==> src/rtl/ttt_match_sequencer.sv <==
// Match scheduler for the tic-tac-toe core: alternates player/computer moves with a turn
// timeout, issues move commands, tracks scores and declares the best-of match winner.
module ttt_match_sequencer #(
    parameter int unsigned WINS_TO_MATCH = 2,
    parameter int unsigned TURN_TIMEOUT  = 255,
    parameter int unsigned SCORE_W       = 4
) (
    input  logic               clock,
    input  logic               reset,
    input  logic               start,
    input  logic               pl_req,
    input  logic [3:0]         pl_pos,
    input  logic               pc_req,
    input  logic [3:0]         pc_pos,
    output logic               pl_ack,
    output logic               pc_ack,
    input  logic               game_illegal,
    input  logic               game_win,
    input  logic [1:0]         game_who,
    input  logic               game_full,
    output logic               play,
    output logic               pc,
    output logic [3:0]         move_pos,
    output logic               board_clear,
    output logic               turn,
    output logic               timeout_flag,
    output logic [SCORE_W-1:0] pl_score,
    output logic [SCORE_W-1:0] pc_score,
    output logic               match_done,
    output logic [1:0]         match_winner
);

    localparam int unsigned CNT_W = $clog2(TURN_TIMEOUT);
    localparam logic [CNT_W-1:0] CNT_LAST = CNT_W'(TURN_TIMEOUT - 1);
    localparam logic [SCORE_W-1:0] WIN_SCORE = SCORE_W'(WINS_TO_MATCH);

    typedef enum logic [2:0] {
        StIdle, StClear, StWait, StIssue, StSettle, StCheck, StDone
    } state_e;

    state_e             state_q, state_d;
    logic               turn_q, turn_d;
    logic               starter_q, starter_d;
    logic [CNT_W-1:0]   cnt_q, cnt_d;
    logic [3:0]         move_pos_q, move_pos_d;
    logic [SCORE_W-1:0] pl_score_q, pl_score_d;
    logic [SCORE_W-1:0] pc_score_q, pc_score_d;
    logic [1:0]         winner_q, winner_d;

    logic               req_hit;
    logic [SCORE_W-1:0] pl_sat, pc_sat;
    logic               pl_wins, pc_wins;

    assign req_hit = turn_q ? pc_req : pl_req;
    assign pl_sat  = (&pl_score_q) ? pl_score_q : pl_score_q + SCORE_W'(1);
    assign pc_sat  = (&pc_score_q) ? pc_score_q : pc_score_q + SCORE_W'(1);
    assign pl_wins = game_win && (game_who == 2'b01);
    assign pc_wins = game_win && (game_who == 2'b10);

    always_comb begin
        state_d      = state_q;
        turn_d       = turn_q;
        starter_d    = starter_q;
        cnt_d        = cnt_q;
        move_pos_d   = move_pos_q;
        pl_score_d   = pl_score_q;
        pc_score_d   = pc_score_q;
        winner_d     = winner_q;
        pl_ack       = 1'b0;
        pc_ack       = 1'b0;
        play         = 1'b0;
        pc           = 1'b0;
        board_clear  = 1'b0;
        timeout_flag = 1'b0;
        match_done   = 1'b0;

        unique case (state_q)
            StIdle: begin
                pl_score_d = '0;
                pc_score_d = '0;
                starter_d  = 1'b0;
                turn_d     = 1'b0;
                winner_d   = 2'b00;
                if (start) state_d = StClear;
            end
            StClear: begin
                board_clear = 1'b1;
                turn_d      = starter_q;
                cnt_d       = '0;
                state_d     = StWait;
            end
            StWait: begin
                // A request in the timeout cycle still wins over the timeout.
                if (req_hit) begin
                    move_pos_d = turn_q ? pc_pos : pl_pos;
                    state_d    = StIssue;
                end else if (cnt_q == CNT_LAST) begin
                    timeout_flag = 1'b1;
                    turn_d       = ~turn_q;
                    cnt_d        = '0;
                end else begin
                    cnt_d = cnt_q + CNT_W'(1);
                end
            end
            StIssue: begin
                play   = 1'b1;
                pc     = turn_q;
                pl_ack = ~turn_q;
                pc_ack = turn_q;
                if (game_illegal) begin
                    cnt_d   = '0;
                    state_d = StWait;
                end else begin
                    state_d = StSettle;
                end
            end
            StSettle: state_d = StCheck;
            StCheck: begin
                if (game_win) begin
                    if (pl_wins) pl_score_d = pl_sat;
                    if (pc_wins) pc_score_d = pc_sat;
                    if ((pl_wins && pl_sat == WIN_SCORE) || (pc_wins && pc_sat == WIN_SCORE)) begin
                        winner_d = game_who;
                        state_d  = StDone;
                    end else begin
                        starter_d = ~starter_q;
                        state_d   = StClear;
                    end
                end else if (game_full) begin
                    starter_d = ~starter_q;
                    state_d   = StClear;
                end else begin
                    turn_d  = ~turn_q;
                    cnt_d   = '0;
                    state_d = StWait;
                end
            end
            StDone: begin
                match_done = 1'b1;
                if (start) begin
                    pl_score_d = '0;
                    pc_score_d = '0;
                    winner_d   = 2'b00;
                    starter_d  = 1'b0;
                    turn_d     = 1'b0;
                    state_d    = StClear;
                end
            end
            default: state_d = StIdle;
        endcase
    end

    always_ff @(posedge clock or posedge reset) begin
        if (reset) begin
            state_q    <= StIdle;
            turn_q     <= 1'b0;
            starter_q  <= 1'b0;
            cnt_q      <= '0;
            move_pos_q <= 4'd0;
            pl_score_q <= '0;
            pc_score_q <= '0;
            winner_q   <= 2'b00;
        end else begin
            state_q    <= state_d;
            turn_q     <= turn_d;
            starter_q  <= starter_d;
            cnt_q      <= cnt_d;
            move_pos_q <= move_pos_d;
            pl_score_q <= pl_score_d;
            pc_score_q <= pc_score_d;
            winner_q   <= winner_d;
        end
    end

    assign turn         = turn_q;
    assign move_pos     = move_pos_q;
    assign pl_score     = pl_score_q;
    assign pc_score     = pc_score_q;
    assign match_winner = winner_q;

endmodule

==> config.mk <==
export PLATFORM = sky130hd
export DESIGN_NAME = ttt_match_sequencer
export DESIGN_NICKNAME = d
export VERILOG_FILES = /design/src/rtl/ttt_match_sequencer.sv
export SDC_FILE = /design/constraint.sdc
export NUM_CORES = 1
export LEC_CHECK = 0
export BUFFER_PORTS_ARGS = -buffer_cell sky130_fd_sc_hd__buf_4
export CAP_MARGIN = 20
export CELL_PAD_IN_SITES_DETAIL_PLACEMENT = 1
export CELL_PAD_IN_SITES_GLOBAL_PLACEMENT = 2
export CORE_MARGIN = 8
export CORE_UTILIZATION = 32
export CTS_CLUSTER_DIAMETER = 60
export CTS_CLUSTER_SIZE = 12
export DETAILED_ROUTE_END_ITERATION = 7
export GPL_TIMING_DRIVEN = 0
export MAX_ROUTING_LAYER = met4
export PLACE_DENSITY = 0.78
export SETUP_SLACK_MARGIN = 0.05
export SLEW_MARGIN = 20
export SYNTH_ARGS = -nofsm -noshare
export SYNTH_HDL_FRONTEND = slang
export SYNTH_SLANG_ARGS = --single-unit
==> constraint.sdc <==
create_clock -name clock -period 2.4 [get_ports clock]
set_input_delay 0.12 -clock clock [delete_from_list [all_inputs] [get_ports clock]]
set_output_delay 0.12 -clock clock [all_outputs]
set_load 0.02 [all_outputs]
==> results.md, run 1 <==
* Layout Nets at 253
* IO buf count at 39
* Residual DRC at 0
* Maximum clock path buffer count at 2
* Status: complete, no violations
* Critical-path cell list: buf_2 > mux2i_1 > and2_1 > nor3b_1 > buf_4
* Crit start category: register
* ANT cells at 0
* Slew @ Worst Pin at 650.0 ps
* Final Skew at 2.059 ps
* M1 GR Usage at 0.1745
* Core Util, Final at 0.4214
* Gr ovfl total at 0
* RD Place Congestion at 0.8877
* Fmax achieved at 504.8 MHz
* Root Buffer: clkbuf_8
* Num Clock Sinks at 27
* CTS HTree Levels at 1
* Final Hold Fails at 0
* First-pass GRT wire length at 8838 um
* Commonest cells in the netlist: dfrtp_1, nor2_1, a21oi_1, o21ai_1, nand2_1
* CTS Buf Count at 3
* Post-synthesis sequential area ratio at 0.3942
* Peak supply drop at 0.0002694 V
* Initial antenna violation count at 0
* Post-CTS Hold Fix Bufs at 1
* Critical path class: reg2out
* Distinct cell type count after synthesis at 49
* Largest stage delay, worst path at 370 ps
* Power Density at 893.9 nW/um^2
* Final setup viols at 0
* Clock latency at the later pin of the worst-skew pair at 280 ps
* Vias in the first global route at 1817
* Fin crit period at 1981 ps
* Antenna viol nets, final at 0
* Dpl cells at 294
* Leakage Power at 0.9781 nW
* Crit-path max FO at 9
* CP endpoint kind: primary output
* Clk slew on worst S/H paths at 100 ps
* First-pass iteration count of the detailed router at 4
* Slew HR at 0.5651
* Fill cells at 619
* Die H at 89.19 um
* Tot GR Track Use at 0.1454
* IO Pins at 40
* Flops & latches, synth at 27
* Mapped cell area at 1714 um^2
* Worst path slowest cell: mux2i_1
* Placement row count at 26
* Syn Inst Count at 184
* Post CTS Setup Buffer Count at 0
* Yosys top cell area share at 0.3942
* Starting Density at 0.3335
* Largest cells by area after synthesis: dfrtp_1, a21oi_1, o21ai_1
* Final Max Slew Viols at 0
* Met3 global-route usage at 0.02574
* Syn nets at 207
* Largest net degree at the start of global routing at 16
* Max-cap viol count at 0
* Worst Path Required at 2280 ps
* Via count at 1617
* Async SR Flop Fraction at 1.000
* Die area at 7955 um^2
* Fraction of layout cells with a size suffix above 1 at 0.2795
* RSZ-0062 raised after global routing: false
* Setup TNS at 0 ps
* Most common cell in the netlist: dfrtp_1
* WP data arrival at 1860 ps
* Reg-to-reg slack, setup at 460 ps
* Worst reg2reg path depth at 6
* Hold crit path type: in2reg
* Cell taking the most area after synthesis: dfrtp_1
* Busiest grt layer: met2
* P&R area growth vs syn at 26.35%
* Mean Syn Cell Area at 9.316 um^2
* Final hold slack at 140.6 ps
* Total power at 1.936 mW
* Number of flops mapped to enable cells by yosys at 0
* Iteration-0 DRC Markers at 73
* Hold depth at 3
* Final WL at 5185 um
* Die Wd at 89.19 um
* DP HPWL at 3982 um
* CTS tree: built
* DR WL/cell at 17.34 um
* Global Route met2 Usage at 0.2451
* Yosys warns at 0
* Post-DR vias/cell at 5.408
* Core area at 5140 um^2
* PostCTS Resize Cnt at 0
* Prevailing post-synth register cell: dfrtp_1
* Non-Filler Instances at 299
* Crit share post-route at 0.8254
## registers in the layout, summed over array words and instances, names as in the netlist
name / count
state_q: 3
pl_score: 4
move_pos: 4
pc_score: 4
turn: 1
match_winner: 2
cnt_q: 8
starter_q: 1
## where the power goes
part	internal, mW	leakage, nW	switching [mW]	total, mW
Sequential	0.543	0.358	0.0823	0.626
Combinational	0.399	0.595	0.642	1.04
Clock	0.117	0.0255	0.153	0.269
## layout by cell type, fill, tap and decap left out, drive strengths merged, types with 3 or more instances in the layout
master,synthesis,layout
a21o,3,3
a31oi,4,4
o31ai,7,7
o21ai,16,16
nor2b,5,5
a32o,4,4
and2,4,4
nand4,3,3
mux2i,5,5
nor3b,4,4
a21oi,14,14
buf,8,48
and3,4,4
nand3,8,8
nand2,10,10
dfrtp,27,27
inv,6,6
nand2b,3,3
clkbuf,0,3
ha,5,5
nor2,17,17
## metrics by stage
step	setup slack (ps)	cell area (um^2)
2_1_floorplan	549.0	1714
3_3_place_gp	515.8	2095
3_5_place_dp	481.1	2110
4_1_cts	344.9	2166
5_1_grt	250.0	2166
6_report	419.1	2166
## final cells by class
cell class                      instances  area [um^2]  share of cell area
Clock buffer                            3        41.29             0.01906
Multi-Input combinational cell        142        969.7              0.4477
Inverter                                7        26.28             0.01213
Tap cell                               70        87.58             0.04044
Sequential cell                        27        675.6              0.3120
Clock inverter                          1        5.005            0.002311
Buffer                                  8        42.54             0.01964
Timing Repair Buffer                   41        317.8              0.1467
## path summary, 6_finish.rpt
| kind | startpoint | end |
|---|---|---|
| setup / recovery | turn | timeout_flag |
| hold / removal | pl_pos[3] | move_pos[3] |
| setup reg to reg | pl_score[0] | starter_q |
| hold reg to reg | match_winner[0] | match_winner[0] |
| max in group asynchronous | reset | move_pos[0] |
| min in group asynchronous | reset | cnt_q[4] |
## kinds of logic after synthesis
kind of cell | count (synthesis) | synth area share
flip-flops | 27 | 0.3942
multiplexers | 5 | 0.02920
XOR/XNOR | 1 | 0.005110
AND/OR/NAND/NOR | 70 | 0.2292
AO/OA/AOI/OAI | 61 | 0.2657
adder cells (fa/ha/maj) | 5 | 0.03650
buffers and inverters | 15 | 0.04014
## layer usage
metal,part of all wire,vias up
met1,0.44,813
met5,0,-
met3,0.044,4
met2,0.51,23
li1,-,777
met4,0.0071,0
## critical path: cells and delay by family (launching register included)
kind | cells | cell delay, ps
and+or+nand+nor | 2 | 430
buffers and inverters | 2 | 430
muxes | 1 | 370
DFF | 1 | 350
(Power assumes the default switching activity.)
==> run 2: changes to the inputs <==
--- a/config.mk
+++ b/config.mk
@@ -5,18 +5,19 @@
 export SDC_FILE = /design/constraint.sdc
 export NUM_CORES = 1
 export LEC_CHECK = 0
+export ABC_AREA = 1
 export BUFFER_PORTS_ARGS = -buffer_cell sky130_fd_sc_hd__buf_4
 export CAP_MARGIN = 20
 export CELL_PAD_IN_SITES_DETAIL_PLACEMENT = 1
 export CELL_PAD_IN_SITES_GLOBAL_PLACEMENT = 2
 export CORE_MARGIN = 8
-export CORE_UTILIZATION = 32
+export CORE_UTILIZATION = 26
 export CTS_CLUSTER_DIAMETER = 60
 export CTS_CLUSTER_SIZE = 12
 export DETAILED_ROUTE_END_ITERATION = 7
 export GPL_TIMING_DRIVEN = 0
 export MAX_ROUTING_LAYER = met4
-export PLACE_DENSITY = 0.78
+export PLACE_DENSITY = 0.73
 export SETUP_SLACK_MARGIN = 0.05
 export SLEW_MARGIN = 20
 export SYNTH_ARGS = -nofsm -noshare
==> constraint.sdc (replaced) <==
create_clock -name clock -period 1.8 [get_ports clock]
set_input_delay 0.09 -clock clock [delete_from_list [all_inputs] [get_ports clock]]
set_output_delay 0.09 -clock clock [all_outputs]
set_load 0.02 [all_outputs]
==> run 2 against run 1 <==
Compared with the run above: flip-flop and latch count is the same; worst setup slack lost 250 ps; via count rose by 7.8%; area after synthesis up 0.36%; cell area up 6.6%; first-iteration DRC count down 62%; final cell count rose by 25%; sequential share of layout area shrank 1.8 points; sequential power is 36% higher; routed wire length is 0.56% lower; non-clock buffer count is 7 higher; die area up 19%.
==> results.md, run 2 <==
* Antenna viol nets, final at 0 (unchanged)
* Fin crit period at 1628 ps
* First-pass iteration count of the detailed router at 4 (unchanged)
* Vias in the first global route at 1778 (-2.1%)
* RD Place Congestion at 0.7587 (-15%)
* Tot GR Track Use at 0.1116 (-0.03387)
* Fmax achieved at 614.3 MHz
* Placement row count at 29 (+12%)
* Largest Register: cnt_q
* CP endpoint kind: register
* P&R area growth vs syn at 34.25%
* Mapped cell area at 1720 um^2 (+0.36%)
* Via count at 1743 (+7.8%)
* Most common cell in the netlist: nand2_1
* Commonest cells in the netlist: nand2_1, dfrtp_1, nor2_1, inv_1, nand3_1
* Peak supply drop at 0.0005753 V (+110%)
* Core area at 6386 um^2 (+24%)
* Post-DR vias/cell at 4.648 (-14%)
* Gr ovfl total at 0 (unchanged)
* Final setup viols at 0 (unchanged)
* CTS HTree Levels at 1 (unchanged)
* Largest register FFs at 8 (unchanged)
* Die H at 97.35 um (+9.1%)
* CTS Buf Count at 3 (unchanged)
* Mux contribution to synthesized area at 0.005818 (-0.02338)
* Die area at 9476 um^2 (+19%)
* Num Clock Sinks at 27 (unchanged)
* Crit start category: register
* Maximum clock path buffer count at 2 (unchanged)
* Iteration-0 DRC Markers at 28 (-62%)
* Power Density at 1315 nW/um^2 (+47%)
* Flops & latches, synth at 27 (unchanged)
* ANT cells at 0 (unchanged)
* Clock latency at the later pin of the worst-skew pair at 280 ps (about the same)
* Multi-input logic area at 949.7 um^2 (-2.1%)
* Compound-cell area share of the yosys netlist at 0.1091 (-0.1566)
* Slew HR at 0.5896 (+0.02453)
* Synth Area in Simple Gates at 0.3491 (+0.1199)
* Cell taking the most area after synthesis: dfrtp_1
* Yosys warns at 0 (unchanged)
* Number of flops mapped to enable cells by yosys at 0 (unchanged)
* Final Skew at 3.770 ps (+1.711 ps)
* Leakage Power at 1.177 nW (+20%)
* Most common cell after layout, fill and taps aside: nand2_1
* Worst Path Required at 1980 ps (-300 ps)
* Core Util, Final at 0.3617 (-0.05970)
* First-pass GRT wire length at 8756 um (-0.93%)
* Fill cells at 799 (+29%)
* Slew @ Worst Pin at 614.7 ps (-35.29 ps)
* Critical path class: reg2reg
* Root Buffer: clkbuf_8
* WP data arrival at 1810 ps (-50 ps)
* Most frequent cells in the layout: nand2_1, buf_4, nor2_1, dfrtp_1, inv_1
* DP HPWL at 3923 um (-1.5%)
* RSZ-0062 raised after global routing: true
* Post-synthesis sequential area ratio at 0.3927 (-0.001433)
* Synth Area in Adders at 0.03636 (-0.0001327)
* CTS tree: built
* Syn nets at 265 (+28%)
* Distinct cell type count after synthesis at 29 (-41%)
* Register Area at 678.2 um^2 (+0.37%)
* Fraction of layout cells with a size suffix above 1 at 0.2919 (+0.01247)
* IO buf count at 39 (unchanged)
* Die Wd at 97.35 um (+9.1%)
* Layout Nets at 322 (+27%)
* Residual DRC at 0 (unchanged)
* Initial antenna violation count at 0 (unchanged)
* IO Pins at 40 (unchanged)
* Clk slew on worst S/H paths at 100 ps (about the same)
* Final WL at 5156 um (-0.56%)
* Status: complete, no violations
* Largest net degree at the start of global routing at 28 (+12)
* Final hold slack at 60.47 ps (-80.08 ps)
* Async SR Flop Fraction at 1.000 (unchanged)
* Final Hold Fails at 0 (unchanged)
* Yosys top cell area share at 0.3927 (-0.001433)
* Syn Inst Count at 242 (+32%)
* Fraction of synthesized cell area in xor and xnor cells at 0.02545 (+0.02035)
* Max-cap viol count at 0 (unchanged)
* Final Max Slew Viols at 0 (unchanged)
* Starting Density at 0.2694 (-0.06410)
* Largest cells by area after synthesis: dfrtp_1, nand2_1, nand3_1
* Total power at 3.038 mW (+57%)
* Largest family of logic cells by synthesized area: simple AND/OR/NAND/NOR gates
* DR WL/cell at 13.75 um (-21%)
* Prevailing post-synth register cell: dfrtp_1
* Crit share post-route at 0.9044
* Crit-path max FO at 9 (unchanged)
* Hold crit path type: in2reg
* Mean Syn Cell Area at 7.109 um^2 (-24%)
-- run 2: cell count changes in the layout (fill, tap and decap cells not counted), moves of 8 or more --
cell     before  now
a21oi_1      14    5
buf_4        40   53
inv_1         6   22
nand2_1       9   63
nand3_1       7   21
nor2_1       17   25
o21ai_0       1   10
-- run 2: critical path, stage by stage, from the launching register on --
cell and delay, ps:
dfrtp_1 370, buf_4 160, inv_2 70, nand2_2 70, nor2_4 180, nand2_1 80
o21ai_1 170, nor3_4 100, buf_4 150, a21oi_1 120, nor2_1 60
-- run 2: what timing repair did --
action,in CTS,in global routing
hold buffers,1,0
pin swaps,2,3
setup endpoints to repair,7,17
hold endpoints to repair,27,0
setup buffers,5,7
resized for setup,4,17
-- run 2: layout make-up --
class | count | share of cell area
multi-input cells | 180 | 0.4112
flip-flops and latches | 27 | 0.2936
repair buffers | 52 | 0.1701
inverters | 31 | 0.05255
well taps | 77 | 0.04171
clock buffers | 3 | 0.01788
plain buffers | 4 | 0.01083
clock inverters | 1 | 0.002167
-- run 2: final timing paths --
kind                            slack [ps]              end  cells past startpoint             from
worst max-delay path                   170         cnt_q[5]                     10       state_q[1]
worst min-delay path                    60       state_q[2]                      2     game_illegal
worst max register to register         170         cnt_q[5]                     10       state_q[1]
worst min register to register         500  match_winner[0]                      2  match_winner[0]
max in group asynchronous              930      pl_score[0]                      3            reset
min in group asynchronous              430  match_winner[0]                      3            reset
-- run 2: cell families after synthesis --
| logic type | after synthesis |
|---|---|
| simple gates | 135 |
| buf+inv | 35 |
| compound gates | 34 |
| flops | 27 |
| xor+xnor | 5 |
| fa+ha+maj | 5 |
| mux | 1 |
-- run 2: power breakdown --
part           leakage, nW  total [mW]  internal [mW]  switching, mW
sequential           0.355       0.854          0.740          0.114
combinational        0.796        1.81          0.696           1.12
clock               0.0255       0.371          0.156          0.215
total                 1.18        3.04           1.59           1.45
-- run 2: routing by layer --
layer | vias to the layer above | share of wire | GRT usage
li1 | 910 | - | -
met1 | 808 | 0.49 | 0.1386
met2 | 19 | 0.48 | 0.1828
met3 | 6 | 0.022 | 0.01920
met4 | 0 | 0.014 | 0.02797
met5 | - | 0 | -
-- run 2: stage by stage --
step / setup WS [ps] / cell area, um^2 / instances / TNS, ps
after CTS: 42.41 / 2208 / 368 / 0
after floorplan: 145.8 / 1720 / 242 / 0
after global routing: 16.49 / 2310 / 375 / 0
final: 172.0 / 2310 / 375 / 0
after detailed placement: -32.36 / 2110 / 358 / -57.56
after global placement: -25.05 / 2110 / 358 / -42.61
==> run 3: changes to the inputs <==
--- a/config.mk
+++ b/config.mk
@@ -11,13 +11,14 @@
 export CELL_PAD_IN_SITES_DETAIL_PLACEMENT = 1
 export CELL_PAD_IN_SITES_GLOBAL_PLACEMENT = 2
 export CORE_MARGIN = 8
-export CORE_UTILIZATION = 26
+export CORE_UTILIZATION = 27
+export CTS_BUF_LIST = sky130_fd_sc_hd__clkbuf_4 sky130_fd_sc_hd__clkbuf_8
 export CTS_CLUSTER_DIAMETER = 60
 export CTS_CLUSTER_SIZE = 12
 export DETAILED_ROUTE_END_ITERATION = 7
 export GPL_TIMING_DRIVEN = 0
 export MAX_ROUTING_LAYER = met4
-export PLACE_DENSITY = 0.73
+export PLACE_DENSITY = 0.76
 export SETUP_SLACK_MARGIN = 0.05
 export SLEW_MARGIN = 20
 export SYNTH_ARGS = -nofsm -noshare
==> run 3 against run 2 <==
Compared with the run above: register-to-register slack worse by 40 ps; largest power group unchanged; critical path depth is 1 higher; clock power hardly changed.
==> results.md, run 3 (synthesis gave the netlist of run 2 again) <==
* Status: complete, no violations
* Maximum clock path buffer count at 2 (unchanged)
* Fin crit period at 1664 ps (+36.19 ps)
* Fraction of layout cells with a size suffix above 1 at 0.2761 (-0.01585)
* Power Density at 1298 nW/um^2 (-1.3%)
* Num Clock Sinks at 27 (unchanged)
* Die area at 9182 um^2 (-3.1%)
* Via count at 1743 (unchanged)
* Worst reg2reg path depth at 11 (+1)
* Clk slew on worst S/H paths at 100 ps (about the same)
* Final Worst Setup Slack at 135.8 ps (-36.19 ps)
* Final Skew at 4.063 ps (+0.2931 ps)
* Layout Nets at 321 (-0.31%)
* Most common cell after layout, fill and taps aside: nand2_1
* Slew @ Worst Pin at 599.4 ps (-15.34 ps)
* Root Buffer: clkbuf_8
* Core area at 6241 um^2 (-2.3%)
* Leakage Power at 1.172 nW (-0.40%)
* ANT cells at 0 (unchanged)
* CP endpoint kind: register
* Worst R2R End: state_q[1]
* Clock latency at the later pin of the worst-skew pair at 270 ps (about the same)
* First-pass iteration count of the detailed router at 4 (unchanged)
* Vias in the first global route at 1717 (-3.4%)
* Largest register FFs at 8 (unchanged)
* Hold crit path type: in2reg
* Starting Density at 0.2757 (+0.006265)
* Largest net degree at the start of global routing at 28 (unchanged)
* Final Max Slew Viols at 0 (unchanged)
* Crit. Startpoint: pl_score[0]
* IO Pins at 40 (unchanged)
* Die Wd at 95.83 um (-1.6%)
* Iteration-0 DRC Markers at 55 (+96%)
* Tot GR Track Use at 0.1145 (+0.002908)
* CTS tree: built
* CP Capture Point: state_q[1]
* WP data arrival at 1840 ps (+30 ps)
* Placement row count at 29 (unchanged)
* First-pass GRT wire length at 8142 um (-7.0%)
* Largest Register: cnt_q
* CTS HTree Levels at 1 (unchanged)
* Fill cells at 811 (+1.5%)
* DR WL/cell at 13.32 um (-3.1%)
* Core Util, Final at 0.3673 (+0.005604)
* Die H at 95.83 um (-1.6%)
* Critical path class: reg2reg
* Slew HR at 0.5998 (+0.01024)
* Post-DR vias/cell at 4.660 (+0.27%)
* RSZ-0062 raised after global routing: true
* Final Hold Fails at 0 (unchanged)
* DP Worst Slack at -25.54 ps (+6.821 ps)
* Crit share post-route at 0.9245 (+0.02010)
* Residual DRC at 0 (unchanged)
* Gr ovfl total at 0 (unchanged)
* CTS Buf Count at 3 (unchanged)
* Peak supply drop at 0.0006838 V (+19%)
* IO buf count at 39 (unchanged)
* Crit-path max FO at 5 (-4)
* RD Place Congestion at 0.7991 (+5.3%)
* HP Start: pl_pos[3]
* Total power at 2.976 mW (-2.0%)
* Most frequent cells in the layout: nand2_1, buf_4, nor2_1, dfrtp_1
* Reg-to-reg slack, setup at 140 ps (-40 ps)
* Final WL at 4983 um (-3.4%)
* Max-cap viol count at 0 (unchanged)
* DP HPWL at 3874 um (-1.2%)
* Final setup viols at 0 (unchanged)
* Worst Path Required at 1970 ps (about the same)
* Initial antenna violation count at 0 (unchanged)
* Antenna viol nets, final at 0 (unchanged)
* Critical R2R Launch: pl_score[0]
* P&R area growth vs syn at 33.24%
* Fmax achieved at 600.9 MHz (-2.2%)
* Crit start category: register
==> run 3: cell types whose count changed in the layout (fill, tap and decap cells not counted), sizes merged <==
cell,change
clkbuf,+1
clkinv,-1
buf,-1
==> run 3: repair_timing <==
item                                    4_1_cts  5_1_grt
gates resized for setup                       5       11
hold buffers                                  1        0
hold endpoints to repair                     27        0
pin swaps                                     1        2
endpoints found under the setup margin        6       21
buffers inserted                              1       10
==> run 3: layout make-up <==
| class | instances | area, um^2 | share of cell area |
|---|---|---|---|
| well taps | 77 | 96.34 | 0.04203 |
| repair buffers | 51 | 385.4 | 0.1681 |
| plain buffers | 4 | 27.53 | 0.01201 |
| flip-flops and latches | 27 | 678.2 | 0.2959 |
| clock buffers | 4 | 48.80 | 0.02129 |
| inverters | 31 | 116.4 | 0.05076 |
| multi-input cells | 180 | 939.7 | 0.4099 |
==> run 3: report_power, final <==
part / total (mW) / switching, mW / leakage [nW] / internal (mW)
clock: 0.371 / 0.197 / 0.0262 / 0.174
combinational: 1.75 / 1.08 / 0.790 / 0.672
sequential: 0.857 / 0.117 / 0.355 / 0.740
==> run 3: worst max-delay path: stages, from the launching register on <==
cell and delay, ps:
dfrtp_2 440, ha_1 220, nand2_1 90, inv_1 60, o21ai_0 210, nor2_1 70
nand2_1 120, nand2_4 90, nand2_4 80, nand3_1 80, nand2_1 70, nand2_1 40
==> run 3: routing by layer <==
| layer | wire [um] | global-route usage |
|---|---|---|
| met5 | 0 | - |
| met4 | 47 | 0.03457 |
| met3 | 109 | 0.01482 |
| met2 | 2394 | 0.1863 |
| met1 | 2431 | 0.1442 |
==> run 3: how the worst min path moves through the flow <==
| stage | endpoint | cells after the start |
|---|---|---|
| after global placement | state_q[2] | 2 |
| final | move_pos[3] | 3 |
| after global routing | move_pos[2] | 3 |
| after CTS | state_q[2] | 2 |
| after floorplan | cnt_q[0] | 1 |
| after detailed placement | cnt_q[3] | 2 |
==> run 3: stage by stage <==
stage | instances | TNS [ps] | area [um^2] | hold WS [ps]
floorplan | 242 | 0 | 1720 | 142.7
global placement | 358 | -39.30 | 2110 | 363.0
detailed placement | 358 | -73.09 | 2110 | 221.5
CTS | 364 | 0 | 2182 | 67.33
global route | 374 | 0 | 2292 | 70.11
finish | 374 | 0 | 2292 | 70.98
